## src/rtl/cpu_ctrl_pkg.sv

```systemverilog
// Shared definitions for the CPU execution controller.
//   state_e      : 2-bit FSM encoding, also shown on the board LEDs
//   CYCLE_CNT_W  : width of the executed-cycle counter
package cpu_ctrl_pkg;

  typedef enum logic [1:0] {
    StHalt  = 2'd0,
    StRun   = 2'd1,
    StStep  = 2'd2,
    StBreak = 2'd3
  } state_e;

  localparam int unsigned CYCLE_CNT_W = 32;

endpackage

```

## src/rtl/btn_debounce.sv

```systemverilog
// Synchronizes a raw asynchronous board input through two flops, then debounces it.
// The level output changes only after the synchronized value has disagreed with it
// for DEB_CYCLES consecutive cycles; any agreeing cycle restarts the count.
//   clk   : system clock
//   rst   : asynchronous active-low reset
//   din   : raw asynchronous input
//   level : debounced level
module btn_debounce #(
  parameter int unsigned DEB_CYCLES = 1000000
) (
  input  logic clk,
  input  logic rst,
  input  logic din,
  output logic level
);

  localparam int unsigned CntW = (DEB_CYCLES > 1) ? $clog2(DEB_CYCLES) : 1;
  localparam logic [CntW-1:0] CntMax = CntW'(DEB_CYCLES - 1);

  logic            sync1_q;
  logic            sync2_q;
  logic            level_q;
  logic [CntW-1:0] cnt_q;

  always_ff @(posedge clk or negedge rst) begin
    if (!rst) begin
      sync1_q <= 1'b0;
      sync2_q <= 1'b0;
      level_q <= 1'b0;
      cnt_q   <= '0;
    end else begin
      sync1_q <= din;
      sync2_q <= sync1_q;
      if (sync2_q == level_q) begin
        cnt_q <= '0;
      end else if (cnt_q == CntMax) begin
        // DEB_CYCLES-th consecutive disagreeing cycle: accept the new level
        level_q <= sync2_q;
        cnt_q   <= '0;
      end else begin
        cnt_q <= cnt_q + CntW'(1);
      end
    end
  end

  assign level = level_q;

endmodule

```

## src/rtl/cpu_run_ctrl.sv

```systemverilog
// Execution controller for the single-cycle CPU: turns the step button and run switch
// into the CPU clock-enable, with free-run, single-step, breakpoint and ebreak/ecall halt.
//   clk, rst          : system clock, asynchronous active-low reset
//   btn_step, sw_run  : raw board inputs (asynchronous)
//   bp_en, bp_addr    : hardware breakpoint enable and address
//   pc, halt_req      : CPU's current PC and ebreak/ecall decode at that PC
//   cpu_en            : CPU executes one instruction on each edge where this is 1
//   state             : FSM state for the LEDs
//   cycle_cnt         : number of edges with cpu_en=1 (wraps)
//   step_done         : one-cycle pulse in the cycle after a STEP
module cpu_run_ctrl
  import cpu_ctrl_pkg::*;
#(
  parameter int unsigned DEB_CYCLES = 1000000,
  parameter int unsigned PC_W       = 32
) (
  input  logic                   clk,
  input  logic                   rst,
  input  logic                   btn_step,
  input  logic                   sw_run,
  input  logic                   bp_en,
  input  logic [PC_W-1:0]        bp_addr,
  input  logic [PC_W-1:0]        pc,
  input  logic                   halt_req,
  output logic                   cpu_en,
  output logic [1:0]             state,
  output logic [CYCLE_CNT_W-1:0] cycle_cnt,
  output logic                   step_done
);

  logic                   run_db;
  logic                   step_db;
  logic                   step_db_q;
  logic                   step_req_q;
  logic                   resume_q;
  logic                   step_done_q;
  logic                   bp_hit;
  state_e                 state_q;
  logic [CYCLE_CNT_W-1:0] cnt_q;

  btn_debounce #(
    .DEB_CYCLES(DEB_CYCLES)
  ) u_run_db (
    .clk  (clk),
    .rst  (rst),
    .din  (sw_run),
    .level(run_db)
  );

  btn_debounce #(
    .DEB_CYCLES(DEB_CYCLES)
  ) u_step_db (
    .clk  (clk),
    .rst  (rst),
    .din  (btn_step),
    .level(step_db)
  );

  // resume masks the breakpoint for the first RUN cycle so we can leave a breakpoint PC
  assign bp_hit = bp_en && (pc == bp_addr) && !resume_q;

  // STEP always executes, even on a breakpoint or ebreak/ecall
  assign cpu_en = ((state_q == StRun) && !bp_hit && !halt_req) || (state_q == StStep);

  always_ff @(posedge clk or negedge rst) begin
    if (!rst) begin
      state_q     <= StHalt;
      step_db_q   <= 1'b0;
      step_req_q  <= 1'b0;
      resume_q    <= 1'b0;
      step_done_q <= 1'b0;
    end else begin
      step_db_q   <= step_db;
      step_req_q  <= step_db && !step_db_q;
      resume_q    <= (state_q == StHalt) && run_db;
      step_done_q <= (state_q == StStep);
      unique case (state_q)
        StHalt: begin
          // run wins over a simultaneous step request; the step is dropped
          if (run_db) begin
            state_q <= StRun;
          end else if (step_req_q) begin
            state_q <= StStep;
          end
        end
        StStep: state_q <= StHalt;
        StRun: begin
          if (!run_db) begin
            state_q <= StHalt;
          end else if (halt_req || bp_hit) begin
            state_q <= StBreak;
          end
        end
        StBreak: begin
          if (!run_db) begin
            state_q <= StHalt;
          end
        end
      endcase
    end
  end

  always_ff @(posedge clk or negedge rst) begin
    if (!rst) begin
      cnt_q <= '0;
    end else begin
      cnt_q <= cnt_q + CYCLE_CNT_W'(cpu_en);
    end
  end

  assign state     = state_q;
  assign cycle_cnt = cnt_q;
  assign step_done = step_done_q;

endmodule

```

## config.mk

```make
export PLATFORM = sky130hd
export DESIGN_NAME = cpu_run_ctrl
export DESIGN_NICKNAME = d
export VERILOG_FILES = /design/src/rtl/cpu_ctrl_pkg.sv /design/src/rtl/btn_debounce.sv /design/src/rtl/cpu_run_ctrl.sv
export SDC_FILE = /design/constraint.sdc
export NUM_CORES = 1
export LEC_CHECK = 0
export CAP_MARGIN = 40
export CORE_MARGIN = 1
export CORE_UTILIZATION = 44
export CTS_CLUSTER_DIAMETER = 200
export DETAILED_ROUTE_END_ITERATION = 8
export GPL_ROUTABILITY_DRIVEN = 0
export GPL_TIMING_DRIVEN = 0
export PLACE_DENSITY = 0.86
export SLEW_MARGIN = 10
export SYNTH_ARGS = -nofsm -noshare
export SYNTH_HDL_FRONTEND = slang
export SYNTH_SLANG_ARGS = --single-unit
```

## constraint.sdc

```tcl
create_clock -name clk -period 2.2 [get_ports clk]
set_clock_uncertainty 0.2 [all_clocks]
set_input_delay 0.33 -clock clk [delete_from_list [all_inputs] [get_ports clk]]
set_output_delay 0.33 -clock clk [all_outputs]
set_load 0.005 [all_outputs]
```

==> run_results.csv <==
group,metric,value,unit
clock_network,cts_buffers,9,
critical_path,slowest_delay,0.48,ns
cells_and_area,fin_cells,641,
synth,synthMuxAreaShare,0.5483,%
grt,grt_pass1_wl,16110,um
sta,rsz0062_at_grt,"true",
critical_path,worstSetupStartpointType,"flip-flop",
run_status,status,"complete, but fails checks",
clock_network,clk_pin_slew,0.09,ns
sta,finalSetupViolCount,17,
synth,netlist_instances,389,
synth,synth.distinct_cells,37,
floorplan,ioPinCount,106,
synth,yosysTopAreaCell,"dfrtp_1",
detailed_routing,wl_per_cell,15.44,um
critical_path,r2r_slack,-0.22,ns
job,maxCapViolCount,0,
floorplan,dieWidth,98.62,um
grt,grtUsageTotal,20.89,%
detailed_routing,drt_iter0_markers,165,
synth,async_reset_ff_share,100.0,%
synth,synth_edf_count,0,
synth,netlist_area,4108,um^2
cells_and_area,layout-drive-gt1-share,25.14,%
clock_network,insertion_delay,0.36,ns
synth,yosys.area_share.simple,23.85,%
min_path,hp-start,"u_run_db.sync1_q",
synth,synth_xor_area_share,21.32,%
pwr,p_leak,0.002563,uW
sta,slew_violations,0,
critical_path,cp.depth,9,
grt,grt_pass1_vias,3424,
synth,synth_top_area_share,51.17,%
critical_path,critPathTopFamily,"simple AND/OR/NAND/NOR gates",
critical_path,r2r_end,"cycle_cnt[26]",
floorplan,die-area,9726,um^2
synth,synth_adder_area_share,1.218,%
critical_path,crit_type,"flip-flop to flip-flop",
placed_design,dp_hpwl,6661,um
sta,timing.fmax,413.4,MHz
pwr,pwr_density_cell,514.1,nW/um^2
grt,grt_max_degree,45,
cells_and_area,diodes,0,
sta,fin_crit,2.419,ns
floorplan,start_util,46.20,%
critical_path,required,2.28,ns
synth,synth_compound_area_share,0.5787,%
detailed_routing,dr.pass1.iters,4,
clock_network,root_buffer,"clkbuf_8",
sta,finalCritPeriodShare,109.9,%
min_path,hold_path_depth,0,
cells_and_area,nets,602,
sta,max_slew_margin,55.80,%
min_path,hold_path_end,"u_run_db.sync2_q",
placed_design,preCtsSetupSlack,-0.9767,ns
synth,synth_top_family_by_area,"simple AND/OR/NAND/NOR gates",
grt,antenna_found_initial,0,
synth,synth_fp_nets,463,
critical_path,cp_slowest_cell,"or4_4",
clock_network,cts_htree_levels,3,
sta,fin_ws,-0.2187,ns
detailed_routing,vias_per_cell,5.228,
sta,final_hold_viol_count,0,
sta,setup_tns,-1.800,ns
pwr,p_total,2943,uW
floorplan,rows,34,
critical_path,critPathCaptureType,"flip-flop",
cells_and_area,post-route-util,64.38,%
min_path,hold_path_class,"flip-flop to flip-flop",
placed_design,dpl.cell_count,603,
pwr,ir_drop,0.4187,mV
critical_path,r2r-start,"state[1]",
synth,avgSynthCellArea,10.56,um^2
synth,synth_seq_cells,84,
critical_path,worst-path-buf-inv,0,
clock_network,clock_sinks,84,
cells_and_area,area_delta_synth_final,39.35,%
synth,synthFlopType,"dfrtp_1",
critical_path,crit_path_cell_trace,"nor2_2, a21oi_2, a21oi_2, ha_4, ha_4, nand2_4, or4_4, nor2_4, xor2_2",
sta,worst_slew_pin_slew,0.6579,ns
placed_design,port_buffers,105,
synth,synth-seq-area-share,51.17,%
clock_network,clock_tree.buffer_depth,2,
synth,ys_warn_count,0,
run_status,violations,"negative setup slack",
critical_path,reg2reg_depth,9,
grt,overflow,0,
floorplan,core,8891,um^2
detailed_routing,vias,3351,
detailed_routing,wl,9900,um
detailed_routing,ant_nets,0,
clock_network,cts_tree,"yes",
floorplan,die_h,98.62,um
critical_path,cp_data_arrival_time,2.50,ns
critical_path,worstPathMaxFanout,4,
synth,yosys-top-cells-area,"dfrtp_1 (51%), xor2_1 (13%), xnor2_1 (8.3%), nor2_1 (5.1%), nand3_1 (3.5%)",
detailed_routing,drc,0,
## power by group
group	switching, uW	internal [uW]	leakage, uW
Clock	580	565	0.0000995
Combinational	109	122	0.00132
Sequential	12.0	1550	0.00115
## worst register-to-register path, cell delays in order, from the launching register on
cell and delay [ns]:
dfrtp_1 0.42, nor2_2 0.14, a21oi_2 0.08, a21oi_2 0.23, ha_4 0.23, ha_4 0.18, nand2_4 0.05, or4_4 0.48
nor2_4 0.16, xor2_2 0.16
## registers in the layout, summed over array words and instances, names as in the netlist
name / cells
cycle_cnt: 32
u_run_db.cnt_q: 20
u_step_db.cnt_q: 20
state: 2
resume_q: 1
step_db_q: 1
step_done: 1
step_req_q: 1
u_run_db.level: 1
u_run_db.sync1_q: 1
u_run_db.sync2_q: 1
u_step_db.level: 1
u_step_db.sync1_q: 1
u_step_db.sync2_q: 1
## layout by cell type, fill, tap and decap left out, types with 7 or more instances in the layout
| cell type | instances |
|---|---|
| nand3_1 | 26 |
| dlygate4sd2_1 | 8 |
| dfrtp_1 | 83 |
| and4_1 | 7 |
| buf_4 | 22 |
| xnor2_1 | 38 |
| nor4_1 | 7 |
| buf_6 | 12 |
| clkdlybuf4s50_1 | 39 |
| nand2_1 | 18 |
| and3_1 | 10 |
| buf_2 | 31 |
| clkdlybuf4s15_1 | 13 |
| nand4_1 | 12 |
| clkbuf_2 | 7 |
| nor2_1 | 51 |
| xor2_1 | 59 |
| clkbuf_8 | 10 |
## cell usage after synthesis (3+ instances only)
cell type	number
nor4_1	11
xnor2_1	39
nor3_1	8
buf_2	4
nand4_1	12
inv_1	5
nand2_1	20
xor2_1	61
nand3_1	29
and3_1	11
nor2b_1	4
nor2_1	56
dfrtp_1	84
nor3b_1	3
nor2_2	3
and4_1	7
and4_4	3
ha_1	4
## kinds of logic (layout without fill, tap and decap cells)
family	after synthesis	count (layout)
DFF	84	84
muxes	2	2
and+or+nand+nor	184	184
buffers and inverters	11	155
adders and majority gates	4	4
xor gates and xnor gates	100	100
AOI/OAI and AO/OA	4	4
## metrics by stage
step / area [um^2] / hold WS [ns]
after floorplan: 4153 / -0.1656
after global placement: 5339 / 0.1392
after detailed placement: 5356 / 0.1441
after CTS: 5607 / 0.1690
after global routing: 5724 / 0.1813
final: 5724 / 0.1593
## worst max path at each step
stage           startpoint                  end  slack [ns]
5_1_grt           state[1]        cycle_cnt[19]       -0.31
3_3_place_gp           rst  u_step_db.cnt_q[10]       -2.33
6_report          state[1]        cycle_cnt[26]       -0.22
2_1_floorplan  bp_addr[12]        cycle_cnt[18]       -0.19
4_1_cts           state[1]        cycle_cnt[26]       -0.11
3_5_place_dp        pc[24]        cycle_cnt[30]       -0.98
## final cells by class
class                           instances  area [um^2]
Sequential cell                        84         2103
Clock buffer                           10        137.6
Fill cell                             656         3167
Clock inverter                          6        71.32
Inverter                                5        18.77
Timing Repair Buffer                  129         1075
Tap cell                              108        135.1
Multi-Input combinational cell        294         2147
Buffer                                  5        36.28
## repair_timing
item,in CTS,in global routing
pin swaps,54,22
buffers inserted,16,6
hold endpoints to repair,43,0
resized for setup,203,29
hold buffers,1,0
setup endpoints to repair,40,36
## routing by layer
| layer | up-vias | track usage (%) | routed length, um |
|---|---|---|---|
| met1 | 1642 | 25.22 | 3966 |
| met4 | 0 | 6.544 | 159 |
| li1 | 1596 | - | - |
| met2 | 99 | 36.67 | 5242 |
| met3 | 14 | 5.390 | 531 |
| met5 | - | 0 | 0 |
Note: power is estimated with default switching activity, not from simulation.
